File: src/rtl/slli_op.sv
// slli_op: registered shift-left-logical-immediate execute unit.
// Rd <= SrcA << Immediate[SHAMT_W-1:0]; upper immediate bits are ignored.
module slli_op #(
  parameter int unsigned DATA_WIDTH    = 32,
  parameter int unsigned OPCODE_LENGTH = 4
) (
  input  logic                  clk,
  input  logic                  rst_n,
  input  logic                  in_valid,
  input  logic [DATA_WIDTH-1:0] SrcA,
  input  logic [DATA_WIDTH-1:0] Immediate,
  output logic [DATA_WIDTH-1:0] Rd,
  output logic                  out_valid
);

  localparam int unsigned SHAMT_W = $clog2(DATA_WIDTH);

  logic [SHAMT_W-1:0]    shamt;
  logic [DATA_WIDTH-1:0] stage [SHAMT_W+1];
  logic [DATA_WIDTH-1:0] rd_d,  rd_q;
  logic                  out_valid_d, out_valid_q;

  // The control-field width and funct7/sign bits are carried only for uniformity.
  logic [OPCODE_LENGTH-1:0]      unused_opcode;
  logic [DATA_WIDTH-SHAMT_W-1:0] unused_imm_hi;
  assign unused_opcode = '0;
  assign unused_imm_hi = Immediate[DATA_WIDTH-1:SHAMT_W];

  assign shamt = Immediate[SHAMT_W-1:0];

  // Log-depth barrel shifter: stage k shifts by 2^k when shamt[k] is set.
  always_comb begin
    stage[0] = SrcA;
    for (int k = 0; k < int'(SHAMT_W); k++) begin
      stage[k+1] = shamt[k] ? (stage[k] << (2**k)) : stage[k];
    end
  end

  // Next-state: capture a result on valid, otherwise hold Rd and drop valid.
  always_comb begin
    rd_d        = rd_q;
    out_valid_d = in_valid;
    if (in_valid) begin
      rd_d = stage[SHAMT_W];
    end
  end

  // Output registers with asynchronous clear.
  always_ff @(posedge clk or negedge rst_n) begin
    if (!rst_n) begin
      rd_q        <= '0;
      out_valid_q <= 1'b0;
    end else begin
      rd_q        <= rd_d;
      out_valid_q <= out_valid_d;
    end
  end

  assign Rd        = rd_q;
  assign out_valid = out_valid_q;

endmodule

File: config.mk
export PLATFORM = sky130hd
export DESIGN_NAME = slli_op
export DESIGN_NICKNAME = d
export VERILOG_FILES = /design/src/rtl/slli_op.sv
export SDC_FILE = /design/constraint.sdc
export NUM_CORES = 1
export LEC_CHECK = 0
export ABC_AREA = 0
export CAP_MARGIN = 30
export CORE_AREA = 2 2 72 74
export CTS_BUF_LIST = sky130_fd_sc_hd__clkbuf_16
export DETAILED_ROUTE_END_ITERATION = 16
export DIE_AREA = 0 0 74 76
export DONT_BUFFER_PORTS = 1
export GPL_ROUTABILITY_DRIVEN = 0
export PLACE_DENSITY = 0.87
export RECOVER_POWER = 25
export SYNTH_ARGS = -nofsm -noshare
export SYNTH_HDL_FRONTEND = slang
export SYNTH_SLANG_ARGS = --single-unit
File: constraint.sdc
create_clock -name clk -period 1.6 [get_ports clk]
set_input_delay 0.24 -clock clk [delete_from_list [all_inputs] [get_ports clk]]
set_output_delay 0.24 -clock clk [all_outputs]
set_load 0.1 [all_outputs]
## Word-level counts from Yosys, hierarchy flattened

Cells that the tools add are included.
W data, S select, Z words.

- Multiplexer cells: 5

Operators by type and width:

| kind | number |
|---|---|
| $mux W32 | 5 |

- Flip-flop bits (word level): 33
- Bits of input ports: 67
- Output and inout port bits: 33
- Logic and storage cells: 7

## Depth between registers and ports, before layout

- Depth in word-level cells: 5
- Gate-level depth with buffers: 7
- Gate-level depth less buffers: 4

## Least setup slack after synthesis

OpenSTA, ideal clock, no wires.

- Path kind: input to register
- From: input Immediate[0]
- To: register rd_q[29] (netlist: Rd[29])
- Setup time: 128 ps
- Arrival: 1,680 ps
- Setup slack: -208 ps
- Cell stages on the path: 5
- Buffers on the path: 1
- Path through: buf_2 mux4_2 mux2_2 a222oi_1 nand2_1

- Word-level cells in the longest chain between the ends: 5

RTL lines:

| item | line | text |
|---|---|---|
| start, declared | 11 | `input logic [DATA_WIDTH-1:0] Immediate,` |
| $mux W32 (5 in series) | 35 | `stage[k+1] = shamt[k] ? (stage[k] << (2**k)) : stage[k];` |
| end signal, assigned | 54 | `rd_q <= rd_d;` |
| end, declared | 20 | `logic [DATA_WIDTH-1:0] rd_d, rd_q;` |

Every way passes these cells.
A chain may end at the register's enable or synchronous reset.

## Final worst setup path

- From: input Immediate[0]
- To: register rd_q[24] (netlist: Rd[24])

The elaborated chain is that of the path after synthesis.

==> impl_results.md <==
* TritonCTS clock tree: yes
* Class of the most critical setup path: in -> reg
* Cell Area, Placed at 3320 µm²
* Resize count post-CTS at 0
* Maximum vdd ir drop at 551 µV
* DP Worst Slack at -0.0736 ns
* Result of the run: finished clean
* Data required time of the worst path at 1.74 ns
* First element of the critical path: Immediate[0]
* Routed via count at 2704
* Cell type with the largest total area after synthesis: sky130_fd_sc_hd__dfrtp_1
* Setup slack of the most critical reg-to-reg path at 0.52 ns
* CTS H-Tree Depth at 2
* Number of instances in the synthesized netlist at 256
* Io pins at 100
* GRT Total Usage at 32.3%
* Overflow left after global routing at 0
* Starting DRT DRC Count at 318
* Time the worst path needs with I/O delays and setup at 1.39 ns
* Path class of the lowest-slack min-delay path: in -> reg
* Area growth from synthesis to final layout at 18.2%
* Library cell used as clock root buffer: sky130_fd_sc_hd__clkbuf_16
* Finished Cell Area at 3510 µm²
* Number of synthesized flops with an enable pin at 0
* Number of max-capacitance violations reported at 0
* Chip width at 74 µm
* Number of setup buffers added after CTS at 0
* Top fanout value on the critical path at 40
* Number of failing setup endpoints in the final timing report at 0
* Leakage at 1.45 nW
* Clock sink total at 33
* Routed wire length per instance at 24.1 µm
* Hold slack final at 0.0631 ns
* Slew at the pin closest to its max-slew limit at 0.813 ns
* Number of buffers inserted during clock tree synthesis at 5
* Effective utilization at floorplan at 60.5%
* Number of global-route vias before repair at 2692
* Final #Nets at 359
* Source-to-sink clock delay at the later pin of the worst-skew pair at 0.28 ns
* Arrival @ worst endpoint at 1.52 ns
* HPWL reported at the end of detailed placement at 6.25 mm
* Share of Yosys cell area claimed by the top area cell type at 27.8%
* Number of hold-repair buffers added at the cts stage at 3
* Synth async-reset ratio at 100%
* Maximum number of pins on one net before global-route repair at 50
* Count of different cell masters after synthesis at 41
* Vias/cell at 7.45
* Flop and latch count out of synthesis at 33
* Antenna violations before repair at 0
* Register clock-pin slew on the reported worst setup and hold paths at 0.05 ns
* Port Buffers at 0
* Net Count, Synth at 323
* Cells taking the most area after synthesis: sky130_fd_sc_hd__dfrtp_1, sky130_fd_sc_hd__mux4_2, sky130_fd_sc_hd__mux2_2
* First-pass GRT wire length at 13.9 mm
* End of the critical path: Rd[24]$_DFFE_PN0P_
* Cell area after synthesis at 2970 µm²
* Beginning of the worst register-to-register path: Rd[17]$_DFFE_PN0P_
* Layout cell share with drive strength beyond 1 at 41.0%
* Leading post-synthesis cells by instance count: sky130_fd_sc_hd__dfrtp_1, sky130_fd_sc_hd__mux4_2, sky130_fd_sc_hd__mux2_2, sky130_fd_sc_hd__mux2i_1, sky130_fd_sc_hd__nand2_1
* Final WS setup at 0.213 ns
* Skew final at 0 ns
* Drt pass-1 iters at 5
* Clock tree buffer depth at 2
* Share of the yosys chip area belonging to registers at 27.8%
* Final routed wirelength across all metal layers at 8.73 mm
* Area inside the core boundary at 4910 µm²
* Startpoint class of the critical path: input pin
* Tot Pwr at 3.63 mW
* Number of placement rows at 26
* Type of destination of the critical path: flop
* DRC violation count after routing at 0
* Cell chain of the critical path: mux4_2 -> mux2_2 -> a222oi_1 -> o221ai_1
* Number of hold violations in the final report at 0
* Final number of max-transition violations at 0
* Antenna cell count at 0
* Final core area utilization at 71.5%
* Post-route antenna net violation count at 0
* Avg Synthesized Cell Area at 11.6 µm²
* Max Clk Rate at 721 MHz
* Number of cell instances on the worst register-to-register path at 2
* Vertical die dimension at 76 µm
* Power density of the placed cells at 1030 nW/µm²
* Critical path's largest stage delay at 0.52 ns
* Area enclosed by the die boundary at 5620 µm²
* Part of the cycle the worst path needs at 86.7%
* Critical register-to-register path endpoint: Rd[17]$_DFFE_PN0P_
* Unrepaired setup endpoints after global routing: no
* Rel. slew slack at 45.8%
* Crit path max-delay cell type: sky130_fd_sc_hd__mux4_2
* Start point of the worst hold path: Immediate[3]
* Ys flop type: sky130_fd_sc_hd__dfrtp_1
* Warnings from Yosys at 0
## flip-flops by register name (all words and copies together) (netlist names)
signal and count:
out_valid 1, Rd 32
## logic make-up (layout without fill, tap and decap cells)
group	count (synthesis)	count (layout)	synth area share, %
flops	33	33	27.8
mux	79	79	41.5
compound gates	66	66	18.2
buf+inv	32	69	4.84
simple gates	46	46	7.67
## per-layer routing
layer	global-route usage, %	share of wire [%]
met1	42.5	38
met2	48.1	46
met3	10.8	12
met4	14.5	4.2
met5	0	0
## worst max-delay path: cells and delay by family
family | cells | cell delay [ns]
AO/OA/AOI/OAI | 2 | 0.44
multiplexers | 2 | 0.84
## through the flow
stage | TNS (ns) | instances
floorplan | -0.251 | 256
global placement | -0.0666 | 352
detailed placement | -0.114 | 352
CTS | 0 | 363
global route | 0 | 363
finish | 0 | 363
## power by group
group / internal [mW] / leakage [nW] / switching, mW / total, mW
logic: 0.505 / 0.942 / 1.06 / 1.57
registers: 0.928 / 0.430 / 0.0609 / 0.989
clock network: 0.723 / 0.0826 / 0.353 / 1.08
## worst min-delay path by stage
stage | to | slack, ns | depth (start not counted)
floorplan | Rd[0]$_DFFE_PN0P_ | -0.06 | 0
global placement | Rd[3]$_DFFE_PN0P_ | -0.05 | 0
detailed placement | Rd[5]$_DFFE_PN0P_ | -0.05 | 0
CTS | Rd[23]$_DFFE_PN0P_ | 0.06 | 1
global route | Rd[23]$_DFFE_PN0P_ | 0.07 | 1
finish | Rd[23]$_DFFE_PN0P_ | 0.06 | 1
## layout by cell type (no fill, tap or decap), types with 4 or more instances in the layout
master,count
sky130_fd_sc_hd__o2bb2ai_1,7
sky130_fd_sc_hd__inv_1,7
sky130_fd_sc_hd__clkbuf_16,5
sky130_fd_sc_hd__mux2_2,23
sky130_fd_sc_hd__a32o_1,4
sky130_fd_sc_hd__nand2_1,14
sky130_fd_sc_hd__a32oi_1,5
sky130_fd_sc_hd__nand3_1,5
sky130_fd_sc_hd__dfrtp_1,33
sky130_fd_sc_hd__mux4_2,33
sky130_fd_sc_hd__o221ai_1,6
sky130_fd_sc_hd__mux2i_1,23
sky130_fd_sc_hd__o211ai_1,4
sky130_fd_sc_hd__buf_4,51
sky130_fd_sc_hd__a222oi_1,4
sky130_fd_sc_hd__a22oi_1,8
sky130_fd_sc_hd__nor2_1,8
sky130_fd_sc_hd__nand2b_1,7
## cell type report
| cell class | count | area (µm²) |
|---|---|---|
| multi-input combinational | 191 | 2000 |
| fill | 334 | 1400 |
| sequential | 33 | 826 |
| timing repair buffer | 54 | 408 |
| clock buffer | 5 | 125 |
| tap | 70 | 87.6 |
| clock inverter | 3 | 37.5 |
| inverter | 7 | 26.3 |
Note: power is estimated with default switching activity, not from simulation.
